--- src/rtl/chk_axis_rx_if.sv ---
// Purpose: 64-bit RX AXI4-Stream beat bundle from the 10G MAC into the checker.
// Latency: none, wires only.
// Backpressure: none, there is no tready and every valid beat is consumed.
interface chk_axis_rx_if;
   logic [63:0] tdata;
   logic [7:0]  tkeep;
   logic        tvalid;
   logic        tlast;
   logic        tuser;

   modport master (
      output tdata,
      output tkeep,
      output tvalid,
      output tlast,
      output tuser
   );

   modport slave (
      input tdata,
      input tkeep,
      input tvalid,
      input tlast,
      input tuser
   );
endinterface

--- src/rtl/chk_axis_rx.sv ---
// Purpose: reassembles RX AXIS frames, checks tkeep framing and length, counts good/bad/err, issues end-of-test verdict.
// Latency: counters update 1 cycle after the tlast beat; verdict 1 cycle after the drain exit condition holds.
// Backpressure: none; every valid beat is consumed, full-rate back-to-back frames supported.
module chk_axis_rx #(
   parameter int MIN_LEN      = 64,
   parameter int MAX_LEN      = 1518,
   parameter int IDLE_TIMEOUT = 1000
) (
   input  logic         clk,
   input  logic         reset,
   input  logic         rx_dcm_locked,
   input  logic         rx_axis_aresetn,
   chk_axis_rx_if.slave rx_axis,
   input  logic         input_pkts_done,
   input  logic [63:0]  expected_good,
   input  logic [63:0]  expected_bad,
   output logic [63:0]  good_pkts,
   output logic [63:0]  bad_pkts,
   output logic [63:0]  err_pkts,
   output logic [63:0]  rx_bytes,
   output logic         check_done,
   output logic         check_pass
);

   typedef enum logic [1:0] {
      S_IDLE  = 2'd0,
      S_FRAME = 2'd1,
      S_DRAIN = 2'd2,
      S_DONE  = 2'd3
   } state_t;

   localparam logic [15:0] MIN_L   = 16'(MIN_LEN);
   localparam logic [15:0] MAX_L   = 16'(MAX_LEN);
   localparam logic [31:0] IDLE_TO = 32'(IDLE_TIMEOUT);

   state_t      state_q, state_d;
   logic [15:0] len_q, len_d;
   logic        perr_q, perr_d;
   logic        in_frame_q, in_frame_d;
   logic [31:0] idle_q, idle_d;
   logic [63:0] good_q, good_d;
   logic [63:0] bad_q, bad_d;
   logic [63:0] err_q, err_d;
   logic [63:0] bytes_q, bytes_d;
   logic        done_q, done_d;
   logic        pass_q, pass_d;

   logic        rst_eff;
   logic [3:0]  keep_cnt;
   logic [16:0] len_sum;
   logic [15:0] len_new;
   logic        last_keep_ok;
   logic        keep_err;
   logic        perr_new;
   logic        len_bad;
   logic        beat;
   logic        mid_frame;
   logic        counts_match;
   logic        timed_out;
   logic        unused_tdata;

   // Any of the three reset sources holds the whole checker in reset.
   assign rst_eff = reset | ~rx_dcm_locked | ~rx_axis_aresetn;

   // Payload content is not checked, only framing and length.
   assign unused_tdata = ^rx_axis.tdata;

   // Saturating byte count including the current beat.
   assign keep_cnt = 4'($countones(rx_axis.tkeep));
   assign len_sum  = {1'b0, len_q} + {13'd0, keep_cnt};
   assign len_new  = len_sum[16] ? 16'hFFFF : len_sum[15:0];

   // Last beat must be a contiguous low-byte run; earlier beats must be full.
   assign last_keep_ok = rx_axis.tkeep inside {8'h01, 8'h03, 8'h07, 8'h0F,
                                               8'h1F, 8'h3F, 8'h7F, 8'hFF};
   assign keep_err = rx_axis.tlast ? ~last_keep_ok : (rx_axis.tkeep != 8'hFF);
   assign perr_new = perr_q | keep_err;
   assign len_bad  = (len_new < MIN_L) | (len_new > MAX_L);

   // Beats after the verdict are ignored by the statistics.
   assign beat = rx_axis.tvalid & (state_q != S_DONE);

   // A beat on the bus this cycle also counts as an open frame, so the
   // drain exit never races a counter update.
   assign mid_frame    = in_frame_q | rx_axis.tvalid;
   assign counts_match = (good_q + bad_q + err_q) == (expected_good + expected_bad);
   assign timed_out    = idle_q >= IDLE_TO;

   // Next-state, frame accumulation, classification and verdict.
   always_comb begin
      state_d    = state_q;
      len_d      = len_q;
      perr_d     = perr_q;
      in_frame_d = in_frame_q;
      idle_d     = idle_q;
      good_d     = good_q;
      bad_d      = bad_q;
      err_d      = err_q;
      bytes_d    = bytes_q;
      done_d     = done_q;
      pass_d     = pass_q;

      if (beat) begin
         if (rx_axis.tlast) begin
            len_d      = 16'd0;
            perr_d     = 1'b0;
            in_frame_d = 1'b0;
            if (perr_new || len_bad) begin
               err_d = err_q + 64'd1;
            end else if (!rx_axis.tuser) begin
               bad_d = bad_q + 64'd1;
            end else begin
               good_d  = good_q + 64'd1;
               bytes_d = bytes_q + {48'd0, len_new};
            end
         end else begin
            len_d      = len_new;
            perr_d     = perr_new;
            in_frame_d = 1'b1;
         end
      end

      if (rx_axis.tvalid) begin
         idle_d = 32'd0;
      end else if ((state_q == S_DRAIN) && (idle_q != 32'hFFFF_FFFF)) begin
         idle_d = idle_q + 32'd1;
      end

      case (state_q)
         S_IDLE: begin
            if (rx_axis.tvalid && !rx_axis.tlast) begin
               state_d = S_FRAME;
            end else if (input_pkts_done) begin
               state_d = S_DRAIN;
            end
         end
         S_FRAME: begin
            if (rx_axis.tvalid && rx_axis.tlast) begin
               state_d = S_IDLE;
            end
         end
         S_DRAIN: begin
            if (!mid_frame && (counts_match || timed_out)) begin
               state_d = S_DONE;
               done_d  = 1'b1;
               pass_d  = (good_q == expected_good) && (bad_q == expected_bad) &&
                         (err_q == 64'd0);
            end
         end
         S_DONE: begin
            if (rx_axis.tvalid) begin
               pass_d = 1'b0;
            end
         end
         default: state_d = S_IDLE;
      endcase
   end

   // State and statistics registers with synchronous effective reset.
   always_ff @(posedge clk) begin
      if (rst_eff) begin
         state_q    <= S_IDLE;
         len_q      <= 16'd0;
         perr_q     <= 1'b0;
         in_frame_q <= 1'b0;
         idle_q     <= 32'd0;
         good_q     <= 64'd0;
         bad_q      <= 64'd0;
         err_q      <= 64'd0;
         bytes_q    <= 64'd0;
         done_q     <= 1'b0;
         pass_q     <= 1'b0;
      end else begin
         state_q    <= state_d;
         len_q      <= len_d;
         perr_q     <= perr_d;
         in_frame_q <= in_frame_d;
         idle_q     <= idle_d;
         good_q     <= good_d;
         bad_q      <= bad_d;
         err_q      <= err_d;
         bytes_q    <= bytes_d;
         done_q     <= done_d;
         pass_q     <= pass_d;
      end
   end

   assign good_pkts  = good_q;
   assign bad_pkts   = bad_q;
   assign err_pkts   = err_q;
   assign rx_bytes   = bytes_q;
   assign check_done = done_q;
   assign check_pass = pass_q;

endmodule

--- src/flat_wrapper.sv ---
// flat-port wrapper written by rule: the top's interface ports become plain ports
module chk_axis_rx_flat 
#(
   parameter int MIN_LEN      = 64,
   parameter int MAX_LEN      = 1518,
   parameter int IDLE_TIMEOUT = 1000
)
  (clk, reset, rx_dcm_locked, rx_axis_aresetn, input_pkts_done, expected_good, expected_bad, good_pkts, bad_pkts, err_pkts, rx_bytes, check_done, check_pass, rx_axis_tdata, rx_axis_tkeep, rx_axis_tvalid, rx_axis_tlast, rx_axis_tuser);
  chk_axis_rx_if rx_axis_i ();
  input  logic clk;
  input  logic reset;
  input  logic rx_dcm_locked;
  input  logic rx_axis_aresetn;
  input  logic input_pkts_done;
  input  logic [63:0] expected_good;
  input  logic [63:0] expected_bad;
  output logic [63:0] good_pkts;
  output logic [63:0] bad_pkts;
  output logic [63:0] err_pkts;
  output logic [63:0] rx_bytes;
  output logic check_done;
  output logic check_pass;
  input wire logic [$bits(rx_axis_i.tdata)-1:0] rx_axis_tdata;
  input wire logic [$bits(rx_axis_i.tkeep)-1:0] rx_axis_tkeep;
  input wire logic [$bits(rx_axis_i.tvalid)-1:0] rx_axis_tvalid;
  input wire logic [$bits(rx_axis_i.tlast)-1:0] rx_axis_tlast;
  input wire logic [$bits(rx_axis_i.tuser)-1:0] rx_axis_tuser;
  assign rx_axis_i.tdata = rx_axis_tdata;
  assign rx_axis_i.tkeep = rx_axis_tkeep;
  assign rx_axis_i.tvalid = rx_axis_tvalid;
  assign rx_axis_i.tlast = rx_axis_tlast;
  assign rx_axis_i.tuser = rx_axis_tuser;
  chk_axis_rx #(.MIN_LEN(MIN_LEN), .MAX_LEN(MAX_LEN), .IDLE_TIMEOUT(IDLE_TIMEOUT)) u_core (.clk(clk), .reset(reset), .rx_dcm_locked(rx_dcm_locked), .rx_axis_aresetn(rx_axis_aresetn), .rx_axis(rx_axis_i), .input_pkts_done(input_pkts_done), .expected_good(expected_good), .expected_bad(expected_bad), .good_pkts(good_pkts), .bad_pkts(bad_pkts), .err_pkts(err_pkts), .rx_bytes(rx_bytes), .check_done(check_done), .check_pass(check_pass));
endmodule
--- config.mk ---
export PLATFORM = sky130hd
export DESIGN_NAME = chk_axis_rx_flat
export DESIGN_NICKNAME = d
export VERILOG_FILES = /design/src/rtl/chk_axis_rx_if.sv /design/src/rtl/chk_axis_rx.sv /design/src/flat_wrapper.sv
export SDC_FILE = /design/constraint.sdc
export NUM_CORES = 1
export LEC_CHECK = 0
export CAP_MARGIN = 20
export CORE_MARGIN = 3
export CORE_UTILIZATION = 40
export DETAILED_ROUTE_END_ITERATION = 12
export SKIP_LAST_GASP = 1
export SLEW_MARGIN = 40
export SYNTH_ARGS = -nofsm -noshare
export SYNTH_HDL_FRONTEND = slang
export SYNTH_SLANG_ARGS = --single-unit
--- constraint.sdc ---
create_clock -name clk -period 22.9 [get_ports clk]
set_clock_uncertainty 0.2 [all_clocks]
set_input_delay 4.58 -clock clk [delete_from_list [all_inputs] [get_ports clk]]
set_output_delay 4.58 -clock clk [all_outputs]
set_load 0.01 [all_outputs]
**Yosys cells after proc, flatten, opt, wreduce, memory -nomap -nowiden**

Cells that the tools add are included.

- Output and inout port bits: 258
- Word-level logic and storage cells: 97
- Input bits: 208
- Register bits after elaboration: 310

- Bitwise operators: 11
- Add/subtract/negate cells: 16
- Reduce and logical (&&, ||, !) cells: 22
- Equal/unequal tests: 21
- Order comparisons: 3
- Mux-type cells: 13

Operator list:

| kind | count |
|---|---|
| $add A64 B1 Y64 const B | 3 |
| $add A64 B64 Y64 | 3 |
| $eq A64 B64 Y1 | 3 |
| $add A64 B16 Y64 | 1 |
| $logic_not A64 Y1 | 1 |
| $add A32 B1 Y32 const B | 1 |
| $ge A32 B10 Y1 const B | 1 |
| $mux W16 | 2 |
| $ne A32 B32 Y1 const B | 1 |
| $add A16 B4 Y17 | 1 |
| $gt A16 B11 Y1 const B | 1 |
| $lt A16 B7 Y1 const B | 1 |
| $add A4 B4 Y4 | 3 |
| $reduce_and A4 Y1 | 3 |
| $add A1 B1 Y2 | 4 |
| $eq A8 B1 Y1 const B | 1 |
| $eq A8 B2 Y1 const B | 1 |
| $eq A8 B3 Y1 const B | 1 |
| $eq A8 B4 Y1 const B | 1 |
| $eq A8 B5 Y1 const B | 1 |
| $eq A8 B6 Y1 const B | 1 |
| $eq A8 B7 Y1 const B | 1 |
| $eq A8 B8 Y1 const B | 1 |
| $mux W2 | 4 |
| 22 further kinds | 45 |

**Logic depth before layout (Yosys ltp)**

Gate-level depths: netlist of the first run.

- Word-level depth: 10
- Mapped depth: 31
- Mapped depth without buffers: 30

**Worst setup path after synthesis of the first run**

Ideal clock, no wire load.

- Path type: input to register
- Start: in rx_axis_tkeep[0]
- End: reg u_core.bytes_q[19] (netlist: u_core.rx_bytes[19])
- Stages on the path: 30
- Library setup time: 0.128 ns
- Arrival: 10.886 ns
- Slack: 11.687 ns
- Path buffers: 3
- Required time: 22.572 ns
- Cells stage by stage: ha_1 -> fa_1 -> inv_1 -> fa_1 -> inv_1 -> ha_1 -> fa_1 -> ha_1 -> nor2b_1 -> o21ai_2 -> a21o_1 -> or3_1 -> clkbuf_1 -> nand2_1 -> ha_1 -> a21oi_1 -> a21boi_0 -> o21ai_0 -> a21oi_1 -> o21ai_0 -> a21boi_0 -> o2111ai_1 -> a31oi_1 -> a2111oi_0 -> or2_2 -> clkbuf_1 -> clkbuf_1 -> nor3_1 -> xnor2_1 -> nor2_1

- Cells in the longest elaborated chain, start to end: 10

RTL lines:

| element | line | source |
|---|---|---|
| start, declared | flat_wrapper.sv:24 | `input wire logic [$bits(rx_axis_i.tkeep)-1:0] rx_axis_tkeep;` |
| $add A1 B1 Y2 (implied by the code) | chk_axis_rx.sv:69 | `assign keep_cnt = 4'($countones(rx_axis.tkeep));` |
| $add A4 B4 Y4 (implied by the code) (2 in series) | chk_axis_rx.sv:69 |  |
| $add A16 B4 Y17 | chk_axis_rx.sv:70 | `assign len_sum = {1'b0, len_q} + {13'd0, keep_cnt};` |
| $mux W16 | chk_axis_rx.sv:71 | `assign len_new = len_sum[16] ? 16'hFFFF : len_sum[15:0];` |
| $lt A16 B7 Y1 or $gt A16 B11 Y1 (tied branches) | chk_axis_rx.sv:78 | `assign len_bad = (len_new < MIN_L) \| (len_new > MAX_L);` |
| $or A1 B1 Y1 | chk_axis_rx.sv:78 |  |
| $logic_or A1 B1 Y1 | chk_axis_rx.sv:108 | `if (perr_new \|\| len_bad) begin` |
| $not A1 Y1 (no line) | -- |  |
| $reduce_and A4 Y1 (no line) | -- |  |
| end signal, assigned | chk_axis_rx.sv:182 | `bytes_q <= bytes_d;` |
| end, declared | chk_axis_rx.sv:44 | `logic [63:0] bytes_q, bytes_d;` |

Several ways; a longest one is shown, not always the timed one.
A chain may end at the register's enable or synchronous reset.

**Worst setup path after layout of the first run**

- Start: in rx_axis_tkeep[0]
- End: reg u_core.bytes_q[44] (netlist: u_core.rx_bytes[44])

Same word-level chain as after synthesis.

==> results of run 1 <==
==> layout make-up <==
type,count,share of cell area (%)
Antenna cell,1,0.00762
Clock buffer,56,3.51
Clock inverter,17,0.488
Inverter,111,1.27
Multi-Input combinational cell,2860,59.8
Sequential cell,310,18.9
Tap cell,864,3.29
Timing Repair Buffer,419,12.7
==> routing by layer <==
layer	track usage, %	part of all wire, %	vias to the layer above
li1	-	-	12809
met1	42.0	41	12932
met2	48.8	44	1145
met3	6.33	9.3	217
met4	15.1	5.4	2
met5	0	0.0097	-
==> worst max-delay path, delay by kind of cell <==
| family | cells | cell delay [ns] |
|---|---|---|
| adder cells (fa/ha/maj) | 8 | 2.92 |
| AO/OA/AOI/OAI | 12 | 2.55 |
| AND/OR/NAND/NOR | 5 | 1.09 |
| buffers and inverters | 5 | 0.81 |
| XOR/XNOR | 1 | 0.18 |
==> worst max path at each step <==
stage | from | to | slack (ns) | depth (start not counted)
floorplan | rx_axis_tkeep[0] | u_core.rx_bytes[19]$_SDFFE_PP0P_ | 11.69 | 30
finish | rx_axis_tkeep[0] | u_core.rx_bytes[44]$_SDFFE_PP0P_ | 11.02 | 31
global placement | rx_axis_tkeep[0] | u_core.rx_bytes[44]$_SDFFE_PP0P_ | 10.50 | 31
CTS | rx_axis_tkeep[0] | u_core.rx_bytes[44]$_SDFFE_PP0P_ | 10.97 | 31
detailed placement | rx_axis_tkeep[0] | u_core.rx_bytes[44]$_SDFFE_PP0P_ | 10.46 | 31
global route | rx_axis_tkeep[0] | u_core.rx_bytes[44]$_SDFFE_PP0P_ | 10.34 | 31
==> registers in the layout (all words and copies together), names as in the netlist <==
signal and flops:
u_core.len_q 16, u_core.bad_pkts 64, u_core.perr_q 1, u_core.good_pkts 64, u_core.err_pkts 64, u_core.in_frame_q 1, u_core.check_pass 1, u_core.check_done 1
u_core.rx_bytes 64, u_core.state_q 2, u_core.idle_q 32
==> cell usage in the layout (no fill, tap or decap), drive strengths merged, types with 20 or more instances in the layout <==
cell             n
a211oi          35
a21o            54
a21oi          252
a31oi           21
and2            20
and3            76
and4            23
clkbuf          56
clkdlybuf4s50  401
dfxtp          310
fa              71
ha             170
inv            114
nand2          313
nand3          119
nand4          135
nor2           424
nor3            64
nor4            68
o211ai          25
o21a            20
o21ai          164
o21bai          21
or3             60
xnor2          317
xor2           197
==> kinds of logic (layout without fill, tap and decap cells) <==
group                    count (synthesis)  in the layout  synth area share (%)
buffers and inverters                  230            603                  3.38
flip-flops                             310            310                  23.2
AO/OA/AOI/OAI                          714            714                  16.9
other                                    0              1                     0
multiplexers                             2              2                0.0796
XOR/XNOR                               523            523                  17.6
AND/OR/NAND/NOR                       1380           1380                  25.5
adder cells (fa/ha/maj)                241            241                  13.3
==> per-stage QoR <==
stage               util, %  total power (W)  worst slack [ns]  area (sq um)  instances
floorplan                 -         0.000721             11.69         26700       3400
global placement       47.7         0.000812             10.50         31500       4563
detailed placement     47.7         0.000812             10.46         31500       4563
CTS                    49.7          0.00145             10.97         32800       4636
global route           49.8          0.00149             10.34         32800       4637
finish                 49.8          0.00144             11.02         32800       4638
==> power by group <==
part / internal (W) / total [W] / switching [W]
Sequential: 0.000540 / 0.000540 / 0.000000422
Combinational: 0.000111 / 0.000267 / 0.000156
Clock: 0.000356 / 0.000631 / 0.000275
Total: 0.00101 / 0.00144 / 0.000431
==> metrics, run 1 <==
outcome=complete, no violations; actual slew at the worst max-slew pin=0.945 ns; Primary FF master, synth=dfxtp_1; placeable core area=0.0660 sq mm; Crit path largest cell delay=0.55 ns; number of register bits inferred by synthesis=310; area of combinational cells with multiple inputs=0.0196 sq mm; vias per inst=5.84; beginning of the worst register-to-register path=u_core.good_pkts[43]$_SDFFE_PP0P_; max-cap check violation count=0; portion of the post-synthesis area used by sequential elements=23.2%; vias in the first global route=25380; Cells after Synth=3400; overall die area=0.0699 sq mm; largest fanout on the critical path=16; top-level I/O count=466; wire length after detailed routing=114000 um; cell type with the highest aggregate area in the netlist=dfxtp_1; summed negative setup slack over all endpoints=0 ns; setup repair bufs after CTS=0; distinct cell type count of the synthesized netlist=100; Post-Route Hold Slack=0.267 ns; Hold Violations, Final=0; Cell Area, Synth=0.0267 sq mm; drt wl/cell=24.5 um; Cell Pwr Density=43.8 mW/mm^2; Syn Area/Cell=7.86 sq um; TritonCTS clock tree=done; cell with the most instances after synthesis=nor2_1; number of buffer cells added on primary ports=401; most instantiated cells after synthesis=422 x nor2_1, 317 x xnor2_1, 313 x nand2_1; largest net degree at the start of global routing=191; number of instances resized during post-cts repair=0; Reg clk slew, reported paths=0.06 ns; sort of element at the start of the critical path=input port; clock latency on the worst-skew pair=0.59 ns; EDFF count, synth=0; clock buffer count from CTS=40; Post-synth ARST share=0%; overflow left after global routing=0; Tot GR Track Use=31.4%; largest cells by area after synthesis=dfxtp_1 23%, xnor2_1 10%, ha_1 8.0%; area taken by flip-flops and latches=0.00621 sq mm; vertical extent of the die=264 um; leakage power=11.8 nW; Peak Freq=84.1 MHz; length in cells of the worst reg-to-reg path=15; setup slack of the most critical reg-to-reg path=16.26 ns; fraction of layout cells with a size suffix above 1=3.87%; clock sinks=310; final RePlAce weighted congestion=1.01; share of Yosys cell area claimed by the top area cell type=23.2%; Req. time, crit path=23.15 ns; die width=264 um; level count of the clock H-tree=2; arrival time of data at the critical path endpoint=12.14 ns; length of the first detailed-routing pass in iterations=5; RSZ-0062 raised after global routing=no; final period utilization=51.9%; buffer depth of the longest clock path=3; pins over their slew limit=0; first-pass GRT wire length=165000 um; shortest clock period the worst path allows after layout=11.88 ns; hold worst-path end=u_core.check_done$_SDFFE_PP0P_; antenna violations before repair=2; Synth warnings=0; Critical-path top delay cell=fa_1; net count after synthesis=3849; type of the worst setup path=in -> reg; endpoint of the most critical register-to-register path=u_core.check_done$_SDFFE_PP0P_; clock root cell=clkbuf_16; routed via count=27105; Setup violations, final=0; instance count along the most critical hold path=2; quantity of hold-fixing buffers added after cts=0; Hold Startpoint=u_core.check_done$_SDFFE_PP0P_; area delta synth->final=22.9%; number of DRC markers in iteration 0=3103; layout net count=4191; DPL Wire Length=92300 um; maximum vdd drop=0.0000500 V; count of fill cells added during filler insertion=6497; Initial Util=40.5%; worst-case headroom to the max-slew limit=36.6%; antenna-violating nets left=0; worst min-delay path category=reg -> reg; number of DRC violations after detailed routing=0; nature of the critical path endpoint=flip-flop; site row count=94
(Power assumes the default switching activity.)
==> run 2, diff against run 1 <==
--- a/config.mk
+++ b/config.mk
@@ -9,6 +9,7 @@
 export CORE_MARGIN = 3
 export CORE_UTILIZATION = 40
 export DETAILED_ROUTE_END_ITERATION = 12
+export PLACE_DENSITY = 0.66
 export SKIP_LAST_GASP = 1
 export SLEW_MARGIN = 40
 export SYNTH_ARGS = -nofsm -noshare
==> constraint.sdc (replaced) <==
create_clock -name clk -period 10.8 [get_ports clk]
set_clock_uncertainty 0.2 [all_clocks]
set_input_delay 2.16 -clock clk [delete_from_list [all_inputs] [get_ports clk]]
set_output_delay 2.16 -clock clk [all_outputs]
set_load 0.01 [all_outputs]
==> run 2 against run 1 <==
  * Clock-buffer cell count down 1
  * Clock power up 110%
  * First-iteration DRC count up 4.2%
  * Critical path depth down 3
==> metrics, run 2 (synthesis results as in run 1) <==
outcome=complete, no violations; setup repair bufs after CTS=0 (unchanged); number of buffer cells added on primary ports=401 (unchanged); overflow left after global routing=0 (unchanged); Peak Freq=109 MHz; CP most frequent cell=ha_1; post-route insts no fill=4639 (+0.022%); TritonCTS clock tree=done; layout net count=4195 (+0.095%); type of the worst setup path=in -> reg; vias in the first global route=25407 (+0.11%); leading cell type in the layout, fill and taps excluded=nor2_1; Setup violations, final=0 (unchanged); Bufs and invs on worst path=4 (-1); number of DRC markers in iteration 0=3233 (+4.2%); level count of the clock H-tree=2 (unchanged); quantity of hold-fixing buffers added after cts=0 (unchanged); nature of the critical path endpoint=flip-flop; post-layout power=0.00306 W (+110%); Reg clk slew, reported paths=0.06 ns (about the same); die width=264 um (unchanged); wire length after detailed routing=112000 um (-1.7%); clock sinks=310 (unchanged); fraction of layout cells with a size suffix above 1=3.87% (about the same); sort of element at the start of the critical path=input port; Hold Violations, Final=0 (unchanged); highest routing layer actually used=met5; DPL Wire Length=91500 um (-0.97%); share of the core filled with cells in the final layout=49.8% (about the same); Critical-path top delay cell=fa_1; area delta synth->final=23.1% (about the same); worst min-delay path category=reg -> reg; overall die area=0.0699 sq mm (unchanged); Initial Util=40.5% (unchanged); top library cells by usage in the layout, fill and taps aside=420 x nor2_1, 401 x clkdlybuf4s50_1, 316 x xnor2_1, 313 x nand2_1, 310 x dfxtp_1; vertical extent of the die=264 um (unchanged); length of the first detailed-routing pass in iterations=6 (+1); first element of the critical path=rx_axis_tkeep[0]; largest net degree at the start of global routing=127 (-34%); antenna-violating nets left=0 (unchanged); pins over their slew limit=0 (unchanged); top-level I/O count=466 (unchanged); post-placement cell count=4570 (+0.15%); RSZ-0062 raised after global routing=no; largest fanout on the critical path=10 (-6); antenna violations before repair=3 (+1); cell class contributing the biggest share of worst-path delay=adder cells; summed negative setup slack over all endpoints=0 ns (unchanged); met2 wire len=48900 um (-1.7%); Crit path largest cell delay=0.54 ns (about the same); buffer depth of the longest clock path=3 (unchanged); number of instances resized during post-cts repair=0 (unchanged); vias per inst=5.91 (+1.2%); clock latency on the worst-skew pair=0.59 ns (about the same); clock root cell=clkbuf_16; routed via count=27428 (+1.2%); first-pass GRT wire length=163000 um (-1.4%); beginning of the worst register-to-register path=u_core.good_pkts[43]$_SDFFE_PP0P_; shortest clock period the worst path allows after layout=9.16 ns; leakage power=11.9 nW (+0.19%); setup slack of the most critical reg-to-reg path=4.25 ns (-12.01 ns); met1 routed wirelength after detailed routing=45100 um (-4.3%); Cell Pwr Density=93.1 mW/mm^2 (+110%); actual slew at the worst max-slew pin=0.937 ns (-0.00728 ns); detailed route wirelength on metal3=10900 um (+2.9%); arrival time of data at the critical path endpoint=9.46 ns (-2.68 ns); Placement Setup Slack=1.04 ns (-9.42 ns); final worst slack=1.64 ns (-9.37 ns); final period utilization=84.8%; final RePlAce weighted congestion=1.09 (+7.6%); Tot GR Track Use=30.7% (-0.70 points); placeable core area=0.0660 sq mm (unchanged); number of DRC violations after detailed routing=0 (unchanged); worst-case headroom to the max-slew limit=37.0% (+0.42 points); site row count=94 (unchanged); clock buffer count from CTS=38 (-5.0%); max-cap check violation count=0 (unchanged); Req. time, crit path=11.10 ns (-12.05 ns); Hold Startpoint=u_core.check_done$_SDFFE_PP0P_; maximum vdd drop=0.0000944 V (+89%); drt wl/cell=24.1 um (-1.8%)
-- run 2: cell count changes in the layout (fill, tap and decap cells not counted), moves of 2 or more --
cell        before  now
buf_4           15   22
clkinv_2         8    3
bufinv_16        0    3
clkbuf_1         7    9
clkbuf_16       40   38
clkinvlp_4       3    1
-- run 2: layout make-up --
class,instances,area [sq um]
Multi-Input combinational cell,2860,19600
Timing Repair Buffer,425,4230
Clock inverter,13,198
Fill cell,6461,33100
Sequential cell,310,6210
Antenna cell,1,2.50
Clock buffer,55,1090
Inverter,111,417
Tap cell,864,1080
-- run 2: stage by stage --
stage / hold WS, ns / instance area, sq um
2_1_floorplan: 0.267 / 26700
3_3_place_gp: 0.241 / 31500
3_5_place_dp: 0.239 / 31600
4_1_cts: 0.256 / 32900
5_1_grt: 0.284 / 32900
6_report: 0.251 / 32900
-- run 2: worst register-to-register path, delay by kind of cell, from the launching register on --
| family | cells | cell delay [ns] |
|---|---|---|
| DFF | 1 | 0.80 |
| and+or+nand+nor | 7 | 2.54 |
| adders and majority gates | 2 | 1.02 |
| AOI/OAI and AO/OA | 6 | 1.83 |
-- run 2: path summary, 6_finish.rpt --
kind | cells past startpoint | to
max | 28 | u_core.rx_bytes[61]$_SDFFE_PP0P_
min | 2 | u_core.check_done$_SDFFE_PP0P_
max reg2reg | 15 | u_core.state_q[0]$_SDFFE_PP0P_
min reg2reg | 2 | u_core.check_done$_SDFFE_PP0P_
-- run 2: power by group --
part           leakage (nW)  switching, W  internal, W
clock network         0.630      0.000558     0.000787
registers              2.50   0.000000900      0.00114
logic                  8.74      0.000335     0.000236
total                  11.9      0.000895      0.00217
-- run 2: per-layer routing --
metal | GRT usage, % | vias up
li1 | - | 12791
met1 | 40.0 | 13131
met2 | 47.9 | 1276
met3 | 6.95 | 228
met4 | 15.8 | 2
met5 | 0 | -
==> run 3, diff against run 2 <==
==> constraint.sdc (replaced) <==
create_clock -name clk -period 8.1 [get_ports clk]
set_clock_uncertainty 0.2 [all_clocks]
set_input_delay 1.62 -clock clk [delete_from_list [all_inputs] [get_ports clk]]
set_output_delay 1.62 -clock clk [all_outputs]
set_load 0.01 [all_outputs]
==> run 3 against run 2 <==
  * Power increased by 35%
  * Critical endpoint is now u_core.rx_bytes[22]$_SDFFE_PP0P_
  * Final area increased by 3.1%
  * Highest routed layer unchanged
  * Die area unchanged
==> metrics, run 3 (synthesis results as in run 1) <==
outcome=complete, no violations; length of the first detailed-routing pass in iterations=6 (unchanged); number of buffer cells added on primary ports=401 (unchanged); net load switching power=0.00119 W (+33%); vias in the first global route=26205 (+3.1%); clock latency on the worst-skew pair=0.59 ns (about the same); final worst slack=0.315 ns (-1.33 ns); clock buffer count from CTS=39 (+2.6%); placeable core area=0.0660 sq mm (unchanged); switching share of total power=28.9% (-0.29 points); actual slew at the worst max-slew pin=0.858 ns (-0.0792 ns); area delta synth->final=26.8%; Setup violations, final=0 (unchanged); buffer depth of the longest clock path=3 (unchanged); Int Pwr=0.00293 W (+35%); Critical-path top delay cell=fa_1; worst-case headroom to the max-slew limit=42.3% (+5.3 points); Crit path largest cell delay=0.53 ns (about the same); Post-Route Hold Slack=0.252 ns (+0.000838 ns); arrival time of data at the critical path endpoint=8.01 ns (-1.45 ns); max-cap check violation count=0 (unchanged); clock sinks=310 (unchanged); drt wl/cell=24.4 um (+1.1%); pins over their slew limit=0 (unchanged); clock root cell=clkbuf_16; leakage power=12.4 nW (+4.6%); Tot GR Track Use=32.0% (+1.2 points); layout net count=4301 (+2.5%); setup repair bufs after CTS=0 (unchanged); routed via count=27781 (+1.3%); Placement Setup Slack=-0.852 ns (-1.89 ns); Peak Freq=128 MHz; largest fanout on the critical path=7 (-3); share of the core filled with cells in the final layout=51.3% (+1.5 points); number of DRC markers in iteration 0=3132 (-3.1%); top library cells by usage in the layout, fill and taps aside=420 x nor2_1, 400 x clkdlybuf4s50_1, 316 x xnor2_1, 313 x nand2_1, 310 x dfxtp_1; Hold Violations, Final=0 (unchanged); largest net degree at the start of global routing=102 (-20%); combinational fraction of design power=19.2% (+0.5 points); top-level I/O count=466 (unchanged); type of the worst setup path=in -> reg; TritonCTS clock tree=done; count of fill cells added during filler insertion=6394 (-1.0%); antenna violations before repair=3 (unchanged); Finished Cell Area=0.0339 sq mm (+3.1%); antenna-violating nets left=0 (unchanged); vias per inst=5.85 (-1.0%); worst min-delay path category=reg -> reg; final RePlAce weighted congestion=1.02 (-6.0%); Cell Pwr Density=122 mW/mm^2 (+31%); Seq pwr share=37.0% (-0.4 points); overall die area=0.0699 sq mm (unchanged); first-pass GRT wire length=169000 um (+3.5%); die width=264 um (unchanged); level count of the clock H-tree=2 (unchanged); cell class contributing the biggest share of worst-path delay=adder cells; part of the power in the clock network=43.7% (-0.2 points); shortest clock period the worst path allows after layout=7.79 ns; area after detailed placement=0.0324 sq mm (+2.6%); vertical extent of the die=264 um (unchanged); Initial Util=40.5% (unchanged); post-route insts no fill=4747 (+2.3%); site row count=94 (unchanged); number of DRC violations after detailed routing=0 (unchanged); final period utilization=96.1%; maximum vdd drop=0.000144 V (+52%); post-placement cell count=4675 (+2.3%); Bufs and invs on worst path=6 (+2); Req. time, crit path=8.33 ns (-2.77 ns); fraction of layout cells with a size suffix above 1=7.34% (+3.5 points); leading cell type in the layout, fill and taps excluded=nor2_1; overflow left after global routing=0 (unchanged); DPL Wire Length=95300 um (+4.2%); Reg clk slew, reported paths=0.06 ns (about the same); nature of the critical path endpoint=flip-flop; wire length after detailed routing=116000 um (+3.5%); sort of element at the start of the critical path=input port
-- run 3: cell count changes in the layout (fill, tap and decap cells not counted), sizes merged --
| cell | before | now |
|---|---|---|
| buf | 24 | 129 |
| clkdlybuf4s50 | 401 | 400 |
| clkinvlp | 1 | 4 |
| diode | 1 | 2 |
| dlymetal6s2s | 0 | 1 |
| inv | 115 | 114 |
-- run 3: power by group through the flow --
stage	registers, W	logic, W	clock network (W)
after floorplan	0.00156	0.000478	0
after global placement	0.00156	0.000767	0
after detailed placement	0.00156	0.000770	0
after CTS	0.00153	0.000774	0.00184
after global routing	0.00153	0.000848	0.00190
final	0.00153	0.000793	0.00180
-- run 3: final timing paths --
check | to | slack [ns] | depth (start not counted) | startpoint
setup reg to reg | u_core.check_pass$_SDFFE_PP0P_ | 1.54 | 14 | u_core.good_pkts[10]$_SDFFE_PP0P_
setup / recovery | u_core.rx_bytes[22]$_SDFFE_PP0P_ | 0.31 | 32 | rx_axis_tkeep[0]
hold / removal | u_core.check_done$_SDFFE_PP0P_ | 0.25 | 2 | u_core.check_done$_SDFFE_PP0P_
hold reg to reg | u_core.check_done$_SDFFE_PP0P_ | 0.25 | 2 | u_core.check_done$_SDFFE_PP0P_
-- run 3: worst reg2reg max path, cell delays in order, from the launching register on --
cell and delay (ns):
dfxtp_1 0.65, fa_1 0.49, ha_1 0.42, a21oi_1 0.34, nor3_1 0.11, nor4_2 0.51, a31oi_2 0.31, a31oi_1 0.62
o21ai_0 0.41, a2111oi_0 0.62, o2111ai_1 0.22, or4_4 0.59, nor4_4 0.59, nor2_2 0.06, a311oi_1 0.29
-- run 3: timing repair --
item / CTS / global route
resized for setup: 14 / 37
setup endpoints to repair: 47 / 49
pin swaps: 8 / 10
hold buffers: 0 / 0
-- run 3: metal layers --
| layer | vias to the layer above | global-route usage, % | wire, um |
|---|---|---|---|
| li1 | 13029 | - | - |
| met1 | 13332 | 42.1 | 47000 |
| met2 | 1194 | 49.8 | 50500 |
| met3 | 224 | 6.37 | 11100 |
| met4 | 2 | 16.6 | 6980 |
| met5 | - | 0 | 9 |
-- run 3: cell type report --
class	instances	area [sq um]	area share, %
multi-input combinational	2860	19800	58.5
sequential	310	6210	18.3
timing repair buffer	530	5040	14.9
clock buffer	55	1120	3.30
tap	864	1080	3.19
inverter	111	417	1.23
clock inverter	15	186	0.550
antenna	2	5.00	0.0148
-- run 3: through the flow --
step | power, W | TNS [ns]
after global routing | 0.00427 | -0.0820
final | 0.00412 | 0
after detailed placement | 0.00233 | -38.09
after global placement | 0.00233 | -28.64
after CTS | 0.00414 | 0
after floorplan | 0.00204 | 0
